--- src/rtl/bcd_seg_pkg.sv ---
`default_nettype none
// +----------------------------------------------------------------------------+
// | Module      : bcd_seg_pkg                                                  |
// | Description : Shared definitions for the BCD seven-segment scanner:        |
// |               segment bit order and the segment patterns for 0..9, the     |
// |               invalid-digit 'E' and blank.                                 |
// | Ports       : none (package)                                               |
// | Revision    : 1.0 - initial release                                        |
// +----------------------------------------------------------------------------+
package bcd_seg_pkg;

  // Segment bit positions inside a seg_t: {g,f,e,d,c,b,a}, active-high.
  typedef enum logic [2:0] {
    SEG_A = 3'd0,
    SEG_B = 3'd1,
    SEG_C = 3'd2,
    SEG_D = 3'd3,
    SEG_E = 3'd4,
    SEG_F = 3'd5,
    SEG_G = 3'd6
  } seg_bit_e;

  typedef logic [6:0] seg_t;

  localparam seg_t c_seg_0     = 7'b0111111;
  localparam seg_t c_seg_1     = 7'b0000110;
  localparam seg_t c_seg_2     = 7'b1011011;
  localparam seg_t c_seg_3     = 7'b1001111;
  localparam seg_t c_seg_4     = 7'b1100110;
  localparam seg_t c_seg_5     = 7'b1101101;
  localparam seg_t c_seg_6     = 7'b1111101;
  localparam seg_t c_seg_7     = 7'b0000111;
  localparam seg_t c_seg_8     = 7'b1111111;
  localparam seg_t c_seg_9     = 7'b1101111;
  localparam seg_t c_seg_err   = 7'b1111001;  // 'E' for digit values 10..15
  localparam seg_t c_seg_blank = 7'b0000000;

endpackage : bcd_seg_pkg
`default_nettype wire

--- src/rtl/bcd_seg_dec.sv ---
`default_nettype none
// +----------------------------------------------------------------------------+
// | Module      : bcd_seg_dec                                                  |
// | Description : Combinational 4-bit to seven-segment decoder. Values 0..9    |
// |               map to the usual glyphs, 10..15 map to 'E', and blank_i      |
// |               forces all segments off.                                     |
// | Ports       : digit_i [3:0] - digit value to decode                        |
// |               blank_i       - force blank pattern                          |
// |               seg_o   [6:0] - segments {g,f,e,d,c,b,a}, active-high        |
// | Revision    : 1.0 - initial release                                        |
// +----------------------------------------------------------------------------+
module bcd_seg_dec
  import bcd_seg_pkg::*;
(
  input  logic [3:0] digit_i,
  input  logic       blank_i,
  output seg_t       seg_o
);

  always_comb begin
    seg_o = c_seg_err;
    if (blank_i) begin
      seg_o = c_seg_blank;
    end else begin
      case (digit_i)
        4'd0:    seg_o = c_seg_0;
        4'd1:    seg_o = c_seg_1;
        4'd2:    seg_o = c_seg_2;
        4'd3:    seg_o = c_seg_3;
        4'd4:    seg_o = c_seg_4;
        4'd5:    seg_o = c_seg_5;
        4'd6:    seg_o = c_seg_6;
        4'd7:    seg_o = c_seg_7;
        4'd8:    seg_o = c_seg_8;
        4'd9:    seg_o = c_seg_9;
        default: seg_o = c_seg_err;
      endcase
    end
  end

endmodule : bcd_seg_dec
`default_nettype wire

--- src/rtl/bcd_seg_scan.sv ---
`default_nettype none
// +----------------------------------------------------------------------------+
// | Module      : bcd_seg_scan                                                 |
// | Description : Multiplexed seven-segment scanner for N_DIGITS packed BCD    |
// |               digits. A prescaler sets the dwell time per digit; new data  |
// |               is double-buffered and only swapped in at the frame          |
// |               boundary so a frame never mixes old and new digits.          |
// | Config      : define BCD_SEG_LEADING_ZERO_BLANK_EN to blank leading zeros  |
// |               (digit 0 is never blanked).                                  |
// | Ports       : clk        - clock, rising edge                              |
// |               rst        - synchronous active-high reset                   |
// |               load       - strobe capturing bcd_in into pending buffer     |
// |               bcd_in     - packed BCD, digit 0 in bits [3:0]               |
// |               seg  [6:0] - registered segments {g,f,e,d,c,b,a}             |
// |               an   [N-1:0] - registered one-hot digit enable               |
// |               frame_tick - one-cycle pulse as the display buffer updates   |
// | Revision    : 1.0 - initial release                                        |
// +----------------------------------------------------------------------------+
module bcd_seg_scan
  import bcd_seg_pkg::*;
#(
  parameter int N_DIGITS = 4,
  parameter int SCAN_DIV = 1000
) (
  input  logic                  clk,
  input  logic                  rst,
  input  logic                  load,
  input  logic [4*N_DIGITS-1:0] bcd_in,
  output logic [6:0]            seg,
  output logic [N_DIGITS-1:0]   an,
  output logic                  frame_tick
);

  localparam int c_idx_w = $clog2(N_DIGITS);
  localparam int c_psc_w = $clog2(SCAN_DIV);
  localparam int c_bcd_w = 4 * N_DIGITS;

  logic [c_psc_w-1:0]  psc_q, psc_d;
  logic [c_idx_w-1:0]  idx_q, idx_d;
  logic [c_bcd_w-1:0]  pend_q, pend_d;
  logic                pend_vld_q, pend_vld_d;
  logic [c_bcd_w-1:0]  disp_q, disp_d;
  seg_t                seg_q;
  logic [N_DIGITS-1:0] an_q, an_d;
  logic                frame_tick_q;

  logic                slot_end;
  logic                frame_end;
  logic [3:0]          digit_sel;
  logic                blank_sel;
  seg_t                dec_seg;

  assign slot_end  = (psc_q == c_psc_w'(SCAN_DIV - 1));
  assign frame_end = slot_end && (idx_q == c_idx_w'(N_DIGITS - 1));

  // Next-state logic for scan counters and the double buffer.
  always_comb begin
    psc_d      = slot_end ? '0 : psc_q + 1'b1;
    idx_d      = idx_q;
    disp_d     = disp_q;
    pend_d     = pend_q;
    pend_vld_d = pend_vld_q;
    if (slot_end) begin
      idx_d = frame_end ? '0 : idx_q + 1'b1;
    end
    if (frame_end && pend_vld_q) begin
      disp_d = pend_q;
    end
    // A load on the wrap cycle lands in pending after the copy above, so it
    // waits for the following frame boundary.
    if (load) begin
      pend_d     = bcd_in;
      pend_vld_d = 1'b1;
    end else if (frame_end) begin
      pend_vld_d = 1'b0;
    end
  end

  // Digit mux and one-hot enable for the current scan slot.
  always_comb begin
    digit_sel = 4'd0;
    an_d      = '0;
    for (int k = 0; k < N_DIGITS; k++) begin
      if (idx_q == c_idx_w'(k)) begin
        digit_sel = disp_q[4*k +: 4];
        an_d[k]   = 1'b1;
      end
    end
  end

`ifdef BCD_SEG_LEADING_ZERO_BLANK_EN
  // Digit k>0 is a leading zero when it and every digit above it are zero.
  always_comb begin
    blank_sel = 1'b0;
    for (int k = 1; k < N_DIGITS; k++) begin
      if (idx_q == c_idx_w'(k)) begin
        blank_sel = ((disp_q >> (4 * k)) == '0);
      end
    end
  end
`else
  assign blank_sel = 1'b0;
`endif

  bcd_seg_dec u_dec (
    .digit_i (digit_sel),
    .blank_i (blank_sel),
    .seg_o   (dec_seg)
  );

  always_ff @(posedge clk) begin
    if (rst) begin
      psc_q        <= '0;
      idx_q        <= '0;
      pend_q       <= '0;
      pend_vld_q   <= 1'b0;
      disp_q       <= '0;
      seg_q        <= c_seg_blank;
      an_q         <= '0;
      frame_tick_q <= 1'b0;
    end else begin
      psc_q        <= psc_d;
      idx_q        <= idx_d;
      pend_q       <= pend_d;
      pend_vld_q   <= pend_vld_d;
      disp_q       <= disp_d;
      seg_q        <= dec_seg;
      an_q         <= an_d;
      frame_tick_q <= frame_end;
    end
  end

  // Outputs are forced dark while reset is held, including the first cycle
  // before the registers have seen a reset edge.
  assign seg        = rst ? c_seg_blank : seg_q;
  assign an         = rst ? '0 : an_q;
  assign frame_tick = frame_tick_q & ~rst;

endmodule : bcd_seg_scan
`default_nettype wire
--- config.mk ---
export PLATFORM = sky130hd
export DESIGN_NAME = bcd_seg_scan
export DESIGN_NICKNAME = d
export VERILOG_FILES = /design/src/rtl/bcd_seg_pkg.sv /design/src/rtl/bcd_seg_dec.sv /design/src/rtl/bcd_seg_scan.sv
export SDC_FILE = /design/constraint.sdc
export NUM_CORES = 1
export LEC_CHECK = 0
export BUFFER_PORTS_ARGS = -buffer_cell sky130_fd_sc_hd__buf_2
export CORE_MARGIN = 5
export CORE_UTILIZATION = 40
export CTS_BUF_LIST = sky130_fd_sc_hd__clkbuf_16
export DETAILED_ROUTE_END_ITERATION = 6
export MAX_ROUTING_LAYER = met4
export PLACE_DENSITY = 0.58
export SLEW_MARGIN = 20
export SYNTH_ARGS = -nofsm -noshare
export SYNTH_HDL_FRONTEND = slang
export SYNTH_SLANG_ARGS = --single-unit
--- constraint.sdc ---
create_clock -name clk -period 2.57 [get_ports clk]
set_clock_uncertainty 0.15 [all_clocks]
set_input_delay 0 -clock clk [delete_from_list [all_inputs] [get_ports clk]]
set_output_delay 0 -clock clk [all_outputs]
set_load 0.02 [all_outputs]
==> Word-level counts from Yosys, hierarchy flattened <==
Memory sizes are Yosys's and may differ from the RTL's. A register that Yosys moved wholly into a read port is not among the register bits.
Index checks and enable logic that the tools add are counted.
{ "classes": {"n_reduce_logical": 5, "n_mux": 13, "n_eq_ne": 4, "n_addsub": 2, "bitwise": 2} }
{ "op_table": {"columns": ["op", "n"], "rows": [
  ["2-to-1 mux 4 bit", 5],
  ["adder 10 x 1 -> 10 bit (second input constant)", 1],
  ["== test 10 bit (second input constant)", 1],
  ["2-to-1 mux 7 bit", 1],
  ["2-to-1 mux 1 bit", 6],
  ["== test 2 bit (second input constant)", 2],
  ["adder 2 x 1 -> 2 bit (second input constant)", 1],
  ["== test 2 x 1 -> 1 bit (second input constant)", 1],
  ["logical AND 1 bit", 2],
  ["logical NOT 2 bit", 1],
  ["2-to-1 mux 2 bit", 1],
  ["nonzero test 2 bit", 1],
  ["OR reduction 2 bit", 1],
  ["bitwise AND 1 bit", 1],
  ["inverter 1 bit", 1]
]} }
{ "word_totals": {"in_bits": 19, "out_inout_bits": 12, "elab_cells": 34, "romBits": 112, "register_bits": 50, "mem_count": 1} }
{ "memory_table": {"columns": ["name", "words", "width", "read_ports", "rd_clocked_by_memory_dff", "wr", "line", "source"], "rows": [
  ["(name not given)", 16, 7, 1, 1, 0, "bcd_seg_dec.sv:25", "case (digit_i)"]
]} }

==> Longest topological paths before layout <==
{ "logic_depth": {"depth_word": 5, "mapped_depth": 8, "mapped_depth_nobuf": 8} }

==> By module <==
From an unflattened synthesis, not the netlist that was laid out.
{ "unflattened": {"hier_cells": 294, "area_unflattened_um2": 2743.9} }
{ "by_module_without_submodules": {"columns": ["module", "cells_per_inst", "n_inst", "area_per_inst_um2", "seq_area_each_um2"], "rows": [
  ["bcd_seg_scan", 264, 1, 2548.7, 1141.1],
  ["bcd_seg_dec", 30, 1, 195.2, 0.0]
]} }

==> Worst setup path after synthesis <==
Ideal clock, no wire load.
{ "synth_path": {"path_kind": "register to register", "from": "register idx_q[0]", "to": "register seg_q[1]", "arrival_time_ns": 2.059, "setup_slack_ns": 0.290, "synth_period_minus_slack_ns": 2.280, "path_buffers": 0, "path_stages_with_launch": 9, "setup_ns": 0.071, "t_required_ns": 2.349, "cell_sequence": "dfxtp_1 > inv_1 > ha_1 > a211o_1 > o221ai_1 > inv_1 > ha_1 > or2b_1 > a21oi_1"} }
{ "synth_between": {"elab_chain_cells": 5, "word_cells_on_any_way": 8, "cone_classes": "3 x eq/ne; 4 x mux; 1 x reduce/logical"} }
{ "synth_lines": {"columns": ["item", "line", "source"], "rows": [
  ["start: declaration", "bcd_seg_scan.sv:39", "logic [c_idx_w-1:0] idx_q, idx_d;"],
  ["start signal: assignment", "bcd_seg_scan.sv:123", "idx_q <= idx_d;"],
  ["logical NOT 2 bit", "bcd_seg_scan.sv:84", "if (idx_q == c_idx_w'(k)) begin"],
  ["2-to-1 mux 4 bit (3 in a row)", "bcd_seg_scan.sv:84", null],
  ["2-to-1 mux 4 bit (*)", "bcd_seg_scan.sv:84", null],
  ["end: declaration", "bcd_seg_scan.sv:43", "seg_t seg_q;"]
]} }
Every way passes the cells marked *; elsewhere a longest branch is shown, timed or not.
A chain may end at the register's enable or synchronous reset.

==> Final worst setup path <==
{ "layout_path": {"from": "register idx_q[0]", "to": "register seg_q[0]"} }
The elaborated chain is that of the path after synthesis.

==> flow_summary.rst <==
.. list-table::
   :header-rows: 1

   * - Metric
     - Value
   * - Critical path launch point
     - idx_q[0]$_SDFFE_PP0N_
   * - Critical path data required time
     - 2660 ps
   * - Footprint of the multi-input gates
     - 1230 µm²
   * - Number of stages on the worst setup path
     - 7
   * - Fin crit period
     - 2290 ps
   * - Flip-flop and latch area
     - 1140 µm²
   * - Antenna diode instance count
     - 0
   * - Clk_lat worst skew
     - 320 ps
   * - Standby leakage power
     - 1.48 nW
   * - Final-report hold violation count
     - 0
   * - Gates resized, CTS repair
     - 0
   * - Residual antenna-violating net count after detailed routing
     - 0
   * - Worst rel slew slack
     - 0.586
   * - CP top delay family
     - adder cells
   * - Net Count, Synth
     - 279
   * - Post-detail-place hpwl
     - 3200 µm
   * - Arrival time at the worst endpoint
     - around 2400 ps
   * - Max Fanout on Critical Path
     - 14
   * - Clock slew seen by the registers of the worst setup and hold paths
     - 50 ps
   * - Worst-case vdd ir drop
     - 0.545 mV
   * - DRC violation total after the first TritonRoute iteration
     - 71
   * - Power density cells
     - around 650 nW/µm²
   * - Area share of the largest cell type after synthesis
     - 0.462
   * - TritonCTS clock tree
     - done
   * - Capture point of the worst path
     - seg_q[0]$_SDFF_PP0_
   * - Post-Syn Area
     - 2470 µm²
   * - Number of buffers and inverters on the critical path
     - 1
   * - Number of global-route vias before repair
     - 1,820
   * - Detailed-route DRC error count
     - 0
   * - Worst setup slack for register-to-register paths
     - 280 ps
   * - Min Hold Slack
     - 31.1 ps
   * - Width of the chip
     - 88.5 µm
   * - Number of ports placed on the die boundary
     - 31
   * - Number of post-CTS setup repair buffers
     - 0
   * - Largest cells by area after synthesis
     - dfxtp_1 (46%), mux2i_1 (13%), nor2_1 (6.7%)
   * - Depth of the CTS H-tree
     - 3
   * - Vias post-DR
     - 1,769
   * - Number of max-slew violations in the final report
     - 0
   * - Worst-path cell chain
     - ha_1 > a211oi_1 > a221oi_1 > inv_1 > ha_1 > mux2_2 > a21oi_1
   * - Wire length of the first global-routing pass
     - 8330 µm
   * - Worst slew pin tran
     - 621 ps
   * - Per-cell via count in the routed design
     - around 4.7
   * - Number of different library cells in the post-synthesis netlist
     - 40
   * - Max_cap viols
     - 0
   * - Fin util
     - 0.518
   * - Number of sinks driven by the clock tree
     - between 50 and 60
   * - Crit Path Class
     - flop to flop
   * - Proportion of register bits with asynchronous set or reset after synthesis
     - 0
   * - Flip-flop cell with the highest count after synthesis
     - dfxtp_1
   * - Fraction of final layout cells sized beyond drive strength 1
     - 0.171
   * - Port Buffers
     - 30
   * - Post-synth EDFFs
     - 0
   * - Maximum number of pins on one net before global-route repair
     - 36
   * - Number of antenna violations at the first check in global routing
     - 0
   * - Slowest Stage Delay on Critical Path
     - between 400 and 500 ps
   * - Slowest stage cell on the critical path
     - ha_1
   * - Final Wtd Congestion
     - a little under 0.8
   * - Sequential element share of the synthesized area
     - 0.462
   * - Unrepaired setup endpoints after global routing
     - false
   * - Die Height
     - 88.5 µm
   * - Most area-hungry cell type in the Yosys netlist
     - dfxtp_1
   * - Net total in the final layout
     - 327
   * - Aggregate global routing overflow
     - 0
   * - Core region area
     - 5960 µm²
   * - Startpoint of the most critical register-to-register path
     - idx_q[0]$_SDFFE_PP0N_
   * - Crit path capture type
     - flop
   * - Worst reg2reg path depth
     - 7
   * - Buffer cell driving the clock tree root
     - clkbuf_16
   * - Seq cells post-synth
     - 57
   * - Status
     - completed
   * - Buffer levels on the longest clock path
     - 2
   * - Gr usage total
     - 0.143
   * - Cell count after synthesis
     - approximately 250
   * - Most instantiated library cell after synthesis
     - dfxtp_1
   * - Total die area
     - 7840 µm²
   * - Number of filler cells placed in the layout
     - 576
   * - Destination of the worst register-to-register timing path
     - seg_q[0]$_SDFF_PP0_
   * - Number of buffers added to fix hold violations after cts
     - 16
   * - Syn Area/Cell
     - 9.91 µm²
   * - Hold-critical path depth
     - 2
   * - Wire length per cell after detailed routing
     - between 10 and 15 µm
   * - Element type at the critical path start
     - flop
   * - Top cell types by occurrence after synthesis
     - dfxtp_1 (57), nor2_1 (44), mux2i_1 (33), nor2b_1 (16), ha_1 (11)
   * - Fmax
     - 0.437 GHz
   * - Yosys synthesis warning count
     - 0
   * - Synth-to-Final Area Change
     - 25.0%
   * - Initial standard-cell utilization of the core
     - 0.414
   * - Total length of routed wires
     - approximately 4700 µm
   * - First-pass iteration count of the detailed router
     - 3
   * - Inserted Clock Buffers
     - 9
   * - Setup tns final
     - 0 ps
   * - Final count of negative-setup-slack endpoints
     - 0
   * - Row Count
     - 28
   * - Crit-path most repeated cell
     - ha_1
   * - Tcrit/Tclk final
     - 0.890
   * - Worst hold path class
     - input pin to flop
[per-stage QoR]
step,std cells,setup slack (ps),area (µm²),total power [mW]
6_report,374,283,3080,2.01
5_1_grt,374,2.41,3080,2.09
4_1_cts,374,266,3080,2.03
3_5_place_dp,345,284,2680,1.03
3_3_place_gp,345,346,2680,1.03
2_1_floorplan,249,290,2470,1.00
[worst min-delay path by stage]
stage | from | end | slack, ps
6_report | rst | disp_q[13]$_SDFFE_PP0P_ | 30
5_1_grt | load | pend_vld_q$_SDFFE_PP0P_ | 60
4_1_cts | load | pend_vld_q$_SDFFE_PP0P_ | 20
3_5_place_dp | bcd_in[11] | pend_q[11]$_SDFFE_PP0P_ | 90
3_3_place_gp | bcd_in[0] | pend_q[0]$_SDFFE_PP0P_ | 80
2_1_floorplan | bcd_in[0] | pend_q[0]$_SDFFE_PP0P_ | -3
[layer usage]
layer  vias up  global-route usage  share of wire
met5         -                   -              0
met4         0              0.0577          0.017
met3        10              0.0559          0.053
met2        29               0.224           0.46
met1       796               0.163           0.47
li1        934                   -              -
[cell type report]
type / count / share of cell area
Multi-Input combinational cell: 169 / 0.400
Sequential cell: 57 / 0.370
Timing Repair Buffer: 49 / 0.108
Clock buffer: 9 / 0.0730
Tap cell: 75 / 0.0304
Inverter: 11 / 0.0134
Clock inverter: 4 / 0.00527
[flip-flops by register name, indices dropped and copies added (netlist names)]
name,count
frame_tick_q,1
pend_vld_q,1
pend_q,16
disp_q,16
seg_q,7
idx_q,2
psc_q,10
an_q,4
[cells in the final DEF, fill, tap and decap left out, drive strengths merged, types with 2 or more instances in the layout]
master	n
a211o	2
a211oi	3
a21oi	9
a221oi	2
and3b	2
and4	2
buf	33
clkbuf	9
clkinv	2
dfxtp	57
dlygate4sd3	16
ha	11
inv	13
mux2	2
mux2i	33
nand2	4
nand2b	2
nand3	6
nand3b	3
nand4	3
nor2	44
nor2b	16
nor3	2
nor3b	2
o21ai	2
o221ai	2
or3b	2
xnor2	4
xor2	4
[report_power, final]
group	internal, mW	total [mW]	switching [mW]
registers	0.913	0.925	0.0127
clock network	0.619	0.973	0.355
logic	0.0547	0.108	0.0531
[cells by family after synthesis]
family / count (synthesis) / synth area share
XOR/XNOR: 8 / 0.0284
adder cells (fa/ha/maj): 11 / 0.0558
AO/OA/AOI/OAI: 23 / 0.0720
flip-flops: 57 / 0.462
AND/OR/NAND/NOR: 92 / 0.199
multiplexers: 35 / 0.145
buffers and inverters: 23 / 0.0375
Note: power is estimated with default switching activity, not from simulation.
